`src/rtl/uart_param.sv`:
```
// Parameterised UART transceiver: 5..9 data bits, 1/2 stop bits, clamped baud divisor.
// Optional parity support is compiled in with `define UART_PARAM_PARITY_EN.
module uart_param #(
    parameter int DATA_W = 8,
    parameter int BAUD_W = 13
) (
    input  logic              clk,
    input  logic              rst,
    input  logic              RX,
    output logic              TX,
    input  logic              trmt,
    input  logic [DATA_W-1:0] tx_data,
    output logic              tx_done,
    output logic              tx_busy,
    output logic [DATA_W-1:0] rx_data,
    output logic              rx_rdy,
    input  logic              clr_rx_rdy,
    output logic [1:0]        rx_err,
    input  logic [BAUD_W-1:0] baud_div,
    input  logic              par_en,
    input  logic              par_odd,
    input  logic              stop2
);
    localparam int CNT_W = $clog2(DATA_W + 1);
    localparam logic [BAUD_W-1:0] MIN_DIV = BAUD_W'(16);

`ifdef UART_PARAM_PARITY_EN
    typedef enum logic [2:0] {S_IDLE, S_START, S_DATA, S_PAR, S_STOP} state_t;
`else
    typedef enum logic [2:0] {S_IDLE, S_START, S_DATA, S_STOP} state_t;
    logic unused_par;
    assign unused_par = par_en ^ par_odd;
`endif

    function automatic logic [BAUD_W-1:0] clamp_div(input logic [BAUD_W-1:0] d);
        return (d < MIN_DIV) ? MIN_DIV : d;
    endfunction

`ifdef UART_PARAM_PARITY_EN
    function automatic logic parity_of(input logic [DATA_W-1:0] d, input logic odd);
        return (^d) ^ odd;
    endfunction
`endif

    // Transmitter
    state_t            tx_state, tx_next;
    logic [BAUD_W-1:0] tx_period, tx_clk;
    logic [CNT_W-1:0]  tx_bit;
    logic [DATA_W-1:0] tx_shift;
    logic              tx_stop2, tx_second_stop, tx_bit_end;
`ifdef UART_PARAM_PARITY_EN
    logic              tx_use_par, tx_par_bit;
`endif

    assign tx_bit_end = (tx_clk == tx_period - BAUD_W'(1));

    always_ff @(posedge clk or posedge rst) begin
        if (rst) tx_state <= S_IDLE;
        else     tx_state <= tx_next;
    end

    always_comb begin
        tx_next = tx_state;
        case (tx_state)
            S_IDLE:  if (trmt) tx_next = S_START;
            S_START: if (tx_bit_end) tx_next = S_DATA;
`ifdef UART_PARAM_PARITY_EN
            S_DATA:  if (tx_bit_end && tx_bit == CNT_W'(DATA_W - 1))
                         tx_next = tx_use_par ? S_PAR : S_STOP;
            S_PAR:   if (tx_bit_end) tx_next = S_STOP;
`else
            S_DATA:  if (tx_bit_end && tx_bit == CNT_W'(DATA_W - 1)) tx_next = S_STOP;
`endif
            S_STOP:  if (tx_bit_end && (!tx_stop2 || tx_second_stop)) tx_next = S_IDLE;
            default: tx_next = S_IDLE;
        endcase
    end

    always_comb begin
        TX      = 1'b1;
        tx_busy = (tx_state != S_IDLE);
        case (tx_state)
            S_START: TX = 1'b0;
            S_DATA:  TX = tx_shift[0];
`ifdef UART_PARAM_PARITY_EN
            S_PAR:   TX = tx_par_bit;
`endif
            default: TX = 1'b1;
        endcase
    end

    always_ff @(posedge clk or posedge rst) begin
        if (rst) begin
            tx_clk         <= '0;
            tx_bit         <= '0;
            tx_period      <= '0;
            tx_shift       <= '0;
            tx_stop2       <= 1'b0;
            tx_second_stop <= 1'b0;
            tx_done        <= 1'b0;
`ifdef UART_PARAM_PARITY_EN
            tx_use_par     <= 1'b0;
            tx_par_bit     <= 1'b0;
`endif
        end else if (tx_state == S_IDLE) begin
            tx_clk         <= '0;
            tx_bit         <= '0;
            tx_second_stop <= 1'b0;
            if (trmt) begin
                tx_shift  <= tx_data;
                tx_period <= clamp_div(baud_div);
                tx_stop2  <= stop2;
                tx_done   <= 1'b0;
`ifdef UART_PARAM_PARITY_EN
                tx_use_par <= par_en;
                tx_par_bit <= parity_of(tx_data, par_odd);
`endif
            end
        end else if (tx_bit_end) begin
            tx_clk <= '0;
            if (tx_state == S_DATA) begin
                tx_shift <= tx_shift >> 1;
                tx_bit   <= tx_bit + CNT_W'(1);
            end
            if (tx_state == S_STOP) begin
                tx_second_stop <= 1'b1;
                if (tx_next == S_IDLE) tx_done <= 1'b1;
            end
        end else begin
            tx_clk <= tx_clk + BAUD_W'(1);
        end
    end

    // Receiver: two-flop synchroniser plus one history flop for edge detection
    logic rx_s1, rx_s2, rx_s3, rx_fall;
    always_ff @(posedge clk or posedge rst) begin
        if (rst) begin
            rx_s1 <= 1'b1;
            rx_s2 <= 1'b1;
            rx_s3 <= 1'b1;
        end else begin
            rx_s1 <= RX;
            rx_s2 <= rx_s1;
            rx_s3 <= rx_s2;
        end
    end
    assign rx_fall = rx_s3 & ~rx_s2;

    state_t            rx_state, rx_next;
    logic [BAUD_W-1:0] rx_period, rx_clk;
    logic [CNT_W-1:0]  rx_bit;
    logic [DATA_W-1:0] rx_shift;
    logic              rx_mid, rx_bit_end, rx_set, rx_start_edge, par_err;
`ifdef UART_PARAM_PARITY_EN
    logic              rx_use_par, rx_par_odd, rx_par_s;
    assign par_err = rx_use_par && (parity_of(rx_shift, rx_par_odd) != rx_par_s);
`else
    assign par_err = 1'b0;
`endif

    assign rx_mid     = (rx_clk == (rx_period >> 1));
    assign rx_bit_end = (rx_clk == rx_period - BAUD_W'(1));

    always_ff @(posedge clk or posedge rst) begin
        if (rst) rx_state <= S_IDLE;
        else     rx_state <= rx_next;
    end

    always_comb begin
        rx_next = rx_state;
        case (rx_state)
            S_IDLE:  if (rx_fall) rx_next = S_START;
            S_START: if (rx_mid && rx_s2) rx_next = S_IDLE;
                     else if (rx_bit_end) rx_next = S_DATA;
`ifdef UART_PARAM_PARITY_EN
            S_DATA:  if (rx_bit_end && rx_bit == CNT_W'(DATA_W))
                         rx_next = rx_use_par ? S_PAR : S_STOP;
            S_PAR:   if (rx_bit_end) rx_next = S_STOP;
`else
            S_DATA:  if (rx_bit_end && rx_bit == CNT_W'(DATA_W)) rx_next = S_STOP;
`endif
            S_STOP:  if (rx_mid) rx_next = S_IDLE;
            default: rx_next = S_IDLE;
        endcase
    end

    always_comb begin
        rx_set        = (rx_state == S_STOP) && rx_mid;
        rx_start_edge = (rx_state == S_IDLE) && rx_fall;
    end

    always_ff @(posedge clk or posedge rst) begin
        if (rst) begin
            rx_clk     <= '0;
            rx_bit     <= '0;
            rx_period  <= '0;
            rx_shift   <= '0;
            rx_data    <= '0;
            rx_err     <= '0;
`ifdef UART_PARAM_PARITY_EN
            rx_use_par <= 1'b0;
            rx_par_odd <= 1'b0;
            rx_par_s   <= 1'b0;
`endif
        end else if (rx_state == S_IDLE) begin
            rx_clk <= '0;
            rx_bit <= '0;
            if (rx_fall) begin
                rx_period <= clamp_div(baud_div);
`ifdef UART_PARAM_PARITY_EN
                rx_use_par <= par_en;
                rx_par_odd <= par_odd;
`endif
            end
        end else begin
            rx_clk <= rx_bit_end ? '0 : rx_clk + BAUD_W'(1);
            if (rx_mid) begin
                case (rx_state)
                    S_DATA: begin
                        rx_shift <= {rx_s2, rx_shift[DATA_W-1:1]};
                        rx_bit   <= rx_bit + CNT_W'(1);
                    end
`ifdef UART_PARAM_PARITY_EN
                    S_PAR:  rx_par_s <= rx_s2;
`endif
                    S_STOP: begin
                        rx_data <= rx_shift;
                        rx_err  <= {par_err, ~rx_s2};
                    end
                    default: ;
                endcase
            end
        end
    end

    // A completed frame outranks a simultaneous clear
    always_ff @(posedge clk or posedge rst) begin
        if (rst)                             rx_rdy <= 1'b0;
        else if (rx_set)                     rx_rdy <= 1'b1;
        else if (clr_rx_rdy || rx_start_edge) rx_rdy <= 1'b0;
    end
endmodule

```
`config.mk`:
```
export PLATFORM = sky130hd
export DESIGN_NAME = uart_param
export DESIGN_NICKNAME = d
export VERILOG_FILES = /design/src/rtl/uart_param.sv
export SDC_FILE = /design/constraint.sdc
export NUM_CORES = 1
export LEC_CHECK = 0
export BUFFER_PORTS_ARGS = -buffer_cell sky130_fd_sc_hd__clkbuf_2
export CORE_MARGIN = 3
export CORE_UTILIZATION = 67
export CTS_BUF_LIST = sky130_fd_sc_hd__clkbuf_8
export DETAILED_ROUTE_END_ITERATION = 8
export PLACE_DENSITY = 0.9
export SLEW_MARGIN = 30
export SYNTH_ARGS = -nofsm -noshare
export SYNTH_HDL_FRONTEND = slang
export SYNTH_SLANG_ARGS = --single-unit
```
`constraint.sdc`:
```
create_clock -name clk -period 4.05 [get_ports clk]
set_input_delay 0 -clock clk [delete_from_list [all_inputs] [get_ports clk]]
set_output_delay 0 -clock clk [all_outputs]
set_load 0.1 [all_outputs]
```
Yosys cells after proc, flatten, opt, wreduce, memory -nomap -nowiden
Index checks and enable logic that the tools add are counted.
{"block": "classes", "n_lt_le_gt_ge": 1, "n_reduce_logical": 30, "mux": 37, "eq_ne": 16, "bitwise_logic": 3, "add_sub_neg": 6}
{"operator": "13-bit two-way mux", "n": 5}
{"operator": "8-bit two-way mux", "n": 4}
{"operator": "3-bit two-way mux", "n": 9}
{"operator": "13-bit by 1-bit adder with 13-bit output, second input constant", "n": 2}
{"operator": "13-bit == test", "n": 2}
{"operator": "13-bit by 1-bit subtractor with 13-bit output, second input constant", "n": 2}
{"operator": "4-bit two-way mux", "n": 6}
{"operator": "3-bit one-hot mux with 4 select lines", "n": 2}
{"operator": "2-bit nonzero test", "n": 7}
{"operator": "13-bit by 12-bit == test with 1-bit output", "n": 1}
{"operator": "13-bit by 5-bit < comparator with 1-bit output, second input constant", "n": 1}
{"operator": "3-bit by 2-bit == test with 1-bit output, second input constant", "n": 4}
{"operator": "1-bit two-way mux", "n": 10}
{"operator": "2-bit AND reduction", "n": 5}
{"operator": "3-bit zero test", "n": 3}
{"operator": "3-bit AND reduction", "n": 3}
{"operator": "4-bit by 1-bit adder with 4-bit output, second input constant", "n": 2}
{"operator": "2-bit inequality test, second input constant", "n": 4}
{"operator": "4-bit AND reduction", "n": 2}
{"operator": "3-bit by 1-bit == test with 1-bit output, second input constant", "n": 2}
{"operator": "1-bit logical AND", "n": 6}
{"operator": "4-bit by 3-bit == test with 1-bit output, second input constant", "n": 1}
{"operator": "4-bit == test, second input constant", "n": 1}
{"operator": "3-bit inequality test, second input constant", "n": 1}
{"operator": "6 further kinds", "n": 8}
{"block": "totals", "register_bits": 98, "inputBits": 29, "word_cells": 112}

Logic depth before layout (Yosys ltp)
Gate-level depths: netlist of run 1.
{"block": "logic_depth", "depth_word": 10, "depth_mapped": 11}

Worst setup path before layout of run 1
Ideal clock, no wire load.
{"block": "synth_path", "kind": "flip-flop to flip-flop", "start": "reg rx_period[2]", "end": "reg rx_clk[0]", "setup_time_ps": 124, "slack_ps": 1345, "arrival_ps": 2581, "required_time_ps": 3926, "n_path_buf": 3, "path_stages_with_launch": 10, "cell_sequence": "dfrtp_1 > buf_6 > or4_4 > buf_6 > or4_1 > a211o_1 > a2111oi_4 > a31o_2 > buf_6 > nor2_1"}
{"block": "synth_between", "elab_chain_len": 4}
{"element": "from (decl)", "line": "150", "text": "logic [BAUD_W-1:0] rx_period, rx_clk;"}
{"element": "from (signal assigned)", "line": "209", "text": "rx_period <= clamp_div(baud_div);"}
{"element": "13-bit by 1-bit subtractor with 13-bit output", "line": "162", "text": "assign rx_bit_end = (rx_clk == rx_period - BAUD_W'(1));"}
{"element": "13-bit == test", "line": "162"}
{"element": "13-bit two-way mux", "line": "216", "text": "rx_clk <= rx_bit_end ? '0 : rx_clk + BAUD_W'(1);"}
{"element": "13-bit two-way mux", "line": "205", "text": "end else if (rx_state == S_IDLE) begin"}
{"element": "to (signal assigned)", "line": "216"}
{"element": "to (decl)", "line": "150"}
Every way passes these cells.
A chain may end at the register's enable or synchronous reset.

Worst setup path in the final report of run 1
{"block": "layout_path", "start": "reg tx_period[7]", "end": "reg tx_clk[4]"}
{"block": "layout_between", "elab_chain_len": 4}
{"element": "from (decl)", "line": "47", "text": "logic [BAUD_W-1:0] tx_period, tx_clk;"}
{"element": "from (signal assigned)", "line": "111", "text": "tx_period <= clamp_div(baud_div);"}
{"element": "13-bit by 1-bit subtractor with 13-bit output", "line": "55", "text": "assign tx_bit_end = (tx_clk == tx_period - BAUD_W'(1));"}
{"element": "13-bit == test", "line": "55"}
{"element": "13-bit two-way mux", "line": "119", "text": "end else if (tx_bit_end) begin"}
{"element": "13-bit two-way mux", "line": "105", "text": "end else if (tx_state == S_IDLE) begin"}
{"element": "to (signal assigned)", "line": "130", "text": "tx_clk <= tx_clk + BAUD_W'(1);"}
{"element": "to (decl)", "line": "47"}
Every way passes these cells.

==> flow_summary.ini, run 1 <==
[cts]
path_clk_slew_ps = 110
post_cts_buffers = 0
cts_buffers = 9
cts.sinks = 97
clockBufferDepth = 2
cts_root_buffer = clkbuf_8
cts_tree = yes
h-tree-depth = 3
clk_latency_ps = 370

[yosys]
synth.area.top_cells = dfrtp_1 43%, nand2_1 5.5%, xor2_1 5.2%
synth_xor_area_frac = 0.1014
muxShareOfSynthArea = 0.03888
synth-seq-cells = 97
netlist.area_leader.share = 0.4325
synth_edf_count = 0
synth_cell_types = 58
synth_top_family_by_area = simple AND/OR/NAND/NOR gates
async_reset_ff_frac = 1.000
avgSynthCellArea_um2 = 9.234
synthAdderAreaFrac = 0.01610
seq_area_frac_synth = 0.4470
synth_compound_area_frac = 0.1125
yosys_warnings = 0
ys.flop_type = dfrtp_1
yosys.area_share.simple = 0.2415
synth_cells = 589
synth_area_mm2 = 0.005439
synth_top_area_cell = dfrtp_1

[timing]
hold_violations = 0
relSlewSlack = 0.4035
fin_tns_setup_ps = 0
fmax_mhz = 328.2
drv_slew = 0
fin_crit_ps = 3047
grt_setup_unrepaired = no
period_share = 0.7523
tightest_slew_ps = 888.8
fin_skew_ps = 11.20
finalSetupViolations = 0

[route]
routedWlPerCell_um = 17.08
wl_mm = 12.60
route.detailed.drc = 0
dr.pass1.iters = 5
ant_nets = 0
via_per_inst = 6.178
num_vias = 4559
drt_iter0_markers = 345

[grt]
grt_antenna_before_repair = 0
grt_pass1_vias = 4456
grt_max_degree = 62
grt_overflow = 0
grt_first_pass_wirelength_mm = 21.29
track_usage = 0.2954

[setup_path]
r2r-start = tx_period[7]$_DFFE_PP0P_
reg2reg_depth = 7
path_buf_inv = 1
startpoint_type = flop
r2r_slack_ps = 1000
cp_cell_sequence = or3_1 > or4_1 > a21oi_1 > o2111ai_2 > buf_4 > o21ai_1 > nor2_1
critPathRequiredTime_ps = 4260
path_class = flop to flop
worst_path_largest_cell_delay_ps = 710
r2r-end = tx_clk[4]$_DFF_PP0_
crit_arrival_ps = 3260
cp_max_fo = 19
cpMaxStageDelayCell = o21ai_1
worst_path_dominant_cell_family = compound AO/OA/AOI/OAI gates
end_kind = flop

[floorplan]
die_x_um = 96.10
die_h_um = 96.10
num_io_pins = 43
initial_utilization = 0.6966
rows = 32
die_area_mm2 = 0.009235
coreArea_mm2 = 0.007807

[finish]
antenna_cells = 0
final_common_cell = dfrtp_1
area_delta_synth_final_pct = 11.69
final_cell_mix = 94 x dfrtp_1, 80 x nand2_1, 52 x nor2_1
fin_area_mm2 = 0.006075
final_core_util = 0.7780
layout.nets = 667
final_layout_size_suffix_gt1_frac = 0.1509
fillCellCount = 494

[power]
peakVddDrop_mv = 0.2850
power_density_mw_per_mm2 = 493.7
power_mw = 2.999
p_leak_nw = 2.730

[hold_path]
hold_path.class = primary input to async pin

[place]
hpwl_mm = 8.476
dpl_cell_area_mm2 = 0.005629
gp_congestion = 0.9497
port_buffers = 39

[run_status]
status = finished, final reports clean

[job]
drv_cap = 0
## routing by layer
| layer | wire length (um) | vias up | global-route usage |
|---|---|---|---|
| met2 | 6207 | 190 | 0.4836 |
| met5 | 0 | - | 0 |
| met4 | 291 | 0 | 0.1055 |
| met3 | 661 | 36 | 0.04066 |
| li1 | - | 2124 | - |
| met1 | 5442 | 2209 | 0.4032 |
## cells in the mapped netlist (all sizes together), types with 7 or more instances
cell type  instances
nor3              13
a21oi             12
dfrtp             94
nand3             26
inv               15
nor2              53
o31ai              9
nor4              15
o21ai             26
or3               15
xor2              32
nand4              8
nand2b            13
ha                 7
and3              14
xnor2             31
mux2              17
nand2             80
clkbuf            32
## sequential cells by signal, summed over array words and instances, names as in the netlist
| name | cells |
|---|---|
| rx_bit | 4 |
| rx_clk | 13 |
| rx_data | 8 |
| rx_err | 1 |
| rx_period | 13 |
| rx_rdy | 1 |
| rx_s1 | 1 |
| rx_s2 | 1 |
| rx_s3 | 1 |
| rx_shift | 8 |
| rx_state | 2 |
| tx_bit | 4 |
| tx_clk | 13 |
| tx_done | 1 |
| tx_period | 13 |
| tx_second_stop | 1 |
| tx_shift | 8 |
| tx_state | 3 |
| tx_stop2 | 1 |
## tightest hold or removal path, stage by stage
cell	delay, ps
dlygate4sd3_1	530
clkbuf_2	130
clkinv_4	390
## stage by stage
stage          cells  setup slack, ps  hold WS [ps]
2_1_floorplan    590             1345         4.478
3_5_place_dp     697             1037         77.67
6_report         738             1003         218.5
4_1_cts          738             1043         215.9
5_1_grt          738            856.4         250.0
3_3_place_gp     697             1182         88.98
## power breakdown
part           internal (mW)  total, mW  switching [mW]
clock                  0.243      0.623           0.380
combinational          0.430      0.970           0.541
sequential              1.12       1.41           0.283
total                   1.79       3.00            1.20
## timing repair
item,in CTS,in global routing
gates resized for setup,0,0
hold buffers,25,0
endpoints found under the hold margin,97,0
## kinds of logic after synthesis
group / Yosys count
flip-flops: 97
other: 1
AO/OA/AOI/OAI: 85
adder cells (fa/ha/maj): 7
multiplexers: 19
AND/OR/NAND/NOR: 264
XOR/XNOR: 63
buffers and inverters: 53
## how the worst max path moves through the flow
stage,from,endpoint,depth (start not counted),slack [ps]
after floorplan,rx_period[2]$_DFFE_PP0P_,rx_clk[0]$_DFF_PP0_,9,1340
after global placement,tx_period[7]$_DFFE_PP0P_,tx_shift[7]$_DFFE_PP0P_,7,1180
after detailed placement,tx_period[7]$_DFFE_PP0P_,tx_clk[4]$_DFF_PP0_,7,1040
after CTS,tx_period[7]$_DFFE_PP0P_,tx_clk[4]$_DFF_PP0_,7,1040
after global routing,tx_period[0]$_DFFE_PP0P_,tx_clk[4]$_DFF_PP0_,9,860
final,tx_period[7]$_DFFE_PP0P_,tx_clk[4]$_DFF_PP0_,7,1000
## cell type report
cell class | count | area (um2) | share of cell area
timing repair buffer | 68 | 475.5 | 0.07827
multi-input combinational | 440 | 2786 | 0.4587
clock buffer | 9 | 123.9 | 0.02039
inverter | 15 | 61.31 | 0.01009
sequential | 97 | 2431 | 0.4002
tap | 102 | 127.6 | 0.02101
clock inverter | 7 | 68.82 | 0.01133
Power figures use the tool's default switching activity.
==> inputs of run 2 (changes only) <==
CORE_UTILIZATION = 56   (was 67)
PLACE_DENSITY = 0.8   (was 0.9)
clock period = 2.6 ns   (was 4.05 ns; I/O delays follow)
==> flow_summary.ini, run 2 (synthesis gave the netlist of run 1 again) <==
[run_status]
status = finished with violations
failed_checks = setup timing

[hold_path]
hold_path.class = primary input to flop
min_to = tx_stop2$_DFFE_PP0P_
hp-start = trmt
hold_depth = 4

[setup_path]
crit_arrival_ps = 2980
r2r-end = tx_state[1]$_DFF_PP0_
reg2reg_depth = 9
r2r-start = tx_period[2]$_DFFE_PP0P_
r2r_slack_ps = -90
startpoint_type = flop
path_class = flop to flop
critPathRequiredTime_ps = 2890
end_kind = flop
cp_max_fo = 5

[timing]
grt_setup_unrepaired = yes
fin_crit_ps = 2691
hold_violations = 0
period_share = 1.035
relSlewSlack = 0.4585
fmax_mhz = 371.6
finalSetupViolations = 14
fin_skew_ps = 8.387
setup_ws_ps = -91.05
fin_tns_setup_ps = -672.8
drv_slew = 0
tightest_slew_ps = 812.3

[floorplan]
die_x_um = 104.6
die_area_mm2 = 0.01093
coreArea_mm2 = 0.009328
num_io_pins = 43
rows = 35
die_h_um = 104.6
initial_utilization = 0.5831

[job]
drv_cap = 0

[finish]
area_delta_synth_final_pct = 23.26
final_core_util = 0.7187
final_cell_mix = 94 x dfrtp_1, 80 x nand2_1, 53 x nor2_1
final_layout_size_suffix_gt1_frac = 0.2500
final_common_cell = dfrtp_1
layout.nets = 715
antenna_cells = 0

[place]
hpwl_mm = 8.646
gp_congestion = 0.9317
port_buffers = 39

[cts]
clk_latency_ps = 370
cts.sinks = 97
h-tree-depth = 3
cts_tree = yes
cts_root_buffer = clkbuf_8
path_clk_slew_ps = 100
clockBufferDepth = 2
cts_buffers = 9

[grt]
grt_max_degree = 54
grt_overflow = 0
grt_pass1_vias = 4576
grt_first_pass_wirelength_mm = 21.56
grt_antenna_before_repair = 0
track_usage = 0.2385

[route]
routedWlPerCell_um = 16.45
met1_length_mm = 5.720
drt_iter0_markers = 335
dr.pass1.iters = 5
via_per_inst = 5.883
top_layer = met4
ant_nets = 0
met2_length_mm = 6.690
wl_mm = 13.37
num_vias = 4783
wl_met3_um = 726
route.detailed.drc = 0

[power]
p_leak_nw = 3.026
power_density_mw_per_mm2 = 763.7
peakVddDrop_mv = 0.3698
## run 2: changes by cell type in the layout (fill, tap and decap cells not counted), sizes merged
cell / change
buf: +48
## run 2: per-layer routing
layer,global-route usage,up-vias
met5,0,-
met4,0.09307,0
met3,0.03335,26
met2,0.3870,177
met1,0.3252,2353
li1,-,2227
## run 2: report_power, final
part	internal, mW	total (mW)	leakage, nW	switching, mW
Sequential	1.75	2.06	1.26	0.314
Clock	0.376	0.969	0.0986	0.593
Combinational	0.974	2.09	1.67	1.11
Total	3.10	5.12	3.03	2.02
## run 2: area by class of cell
cell class,count,area (um2)
multi-input cells,440,2994
clock buffers,9,123.9
flip-flops and latches,97,2431
repair buffers,116,869.6
inverters,15,57.56
fillers,616,2624
clock inverters,7,66.31
well taps,129,161.4
## run 2: worst max path at each step
stage | to | from | slack, ps
6_report | tx_state[1]$_DFF_PP0_ | tx_period[2]$_DFFE_PP0P_ | -90
5_1_grt | rx_state[0]$_DFFE_PP0P_ | rx_period[1]$_DFFE_PP0P_ | -140
4_1_cts | tx_clk[1]$_DFF_PP0_ | tx_period[2]$_DFFE_PP0P_ | 0.7
3_5_place_dp | tx_clk[3]$_DFF_PP0_ | tx_period[3]$_DFFE_PP0P_ | -150
3_3_place_gp | tx_clk[12]$_DFF_PP0_ | tx_period[3]$_DFFE_PP0P_ | -30
2_1_floorplan | rx_clk[0]$_DFF_PP0_ | rx_period[2]$_DFFE_PP0P_ | -110
## run 2: through the flow
step	hold WS, ps	cells	instance area, um2	total power, mW	worst slack [ps]
4_1_cts	204.1	808	6485	4.940	0.6879
3_5_place_dp	93.81	764	5984	3.901	-148.2
5_1_grt	262.8	813	6704	5.424	-139.9
2_1_floorplan	4.478	590	5443	3.353	-105.1
6_report	250.1	813	6704	5.119	-91.05
3_3_place_gp	86.83	764	5984	3.832	-30.35
## run 2: timing repair
item / CTS / global route
hold endpoints to repair: 81 / 0
gates resized for setup: 7 / 36
cloned: 0 / 1
setup endpoints to repair: 35 / 54
buffers inserted: 3 / 4
pin swaps: 3 / 22
hold buffers: 25 / 0
## run 2: critical path, stage by stage, from the launching register on
cell,delay [ps]
dfrtp_1,430
or4_4,560
buf_4,160
o21ai_0,300
a21oi_2,110
o211ai_1,360
buf_4,230
buf_2,220
nor4_4,70
nor3_2,170
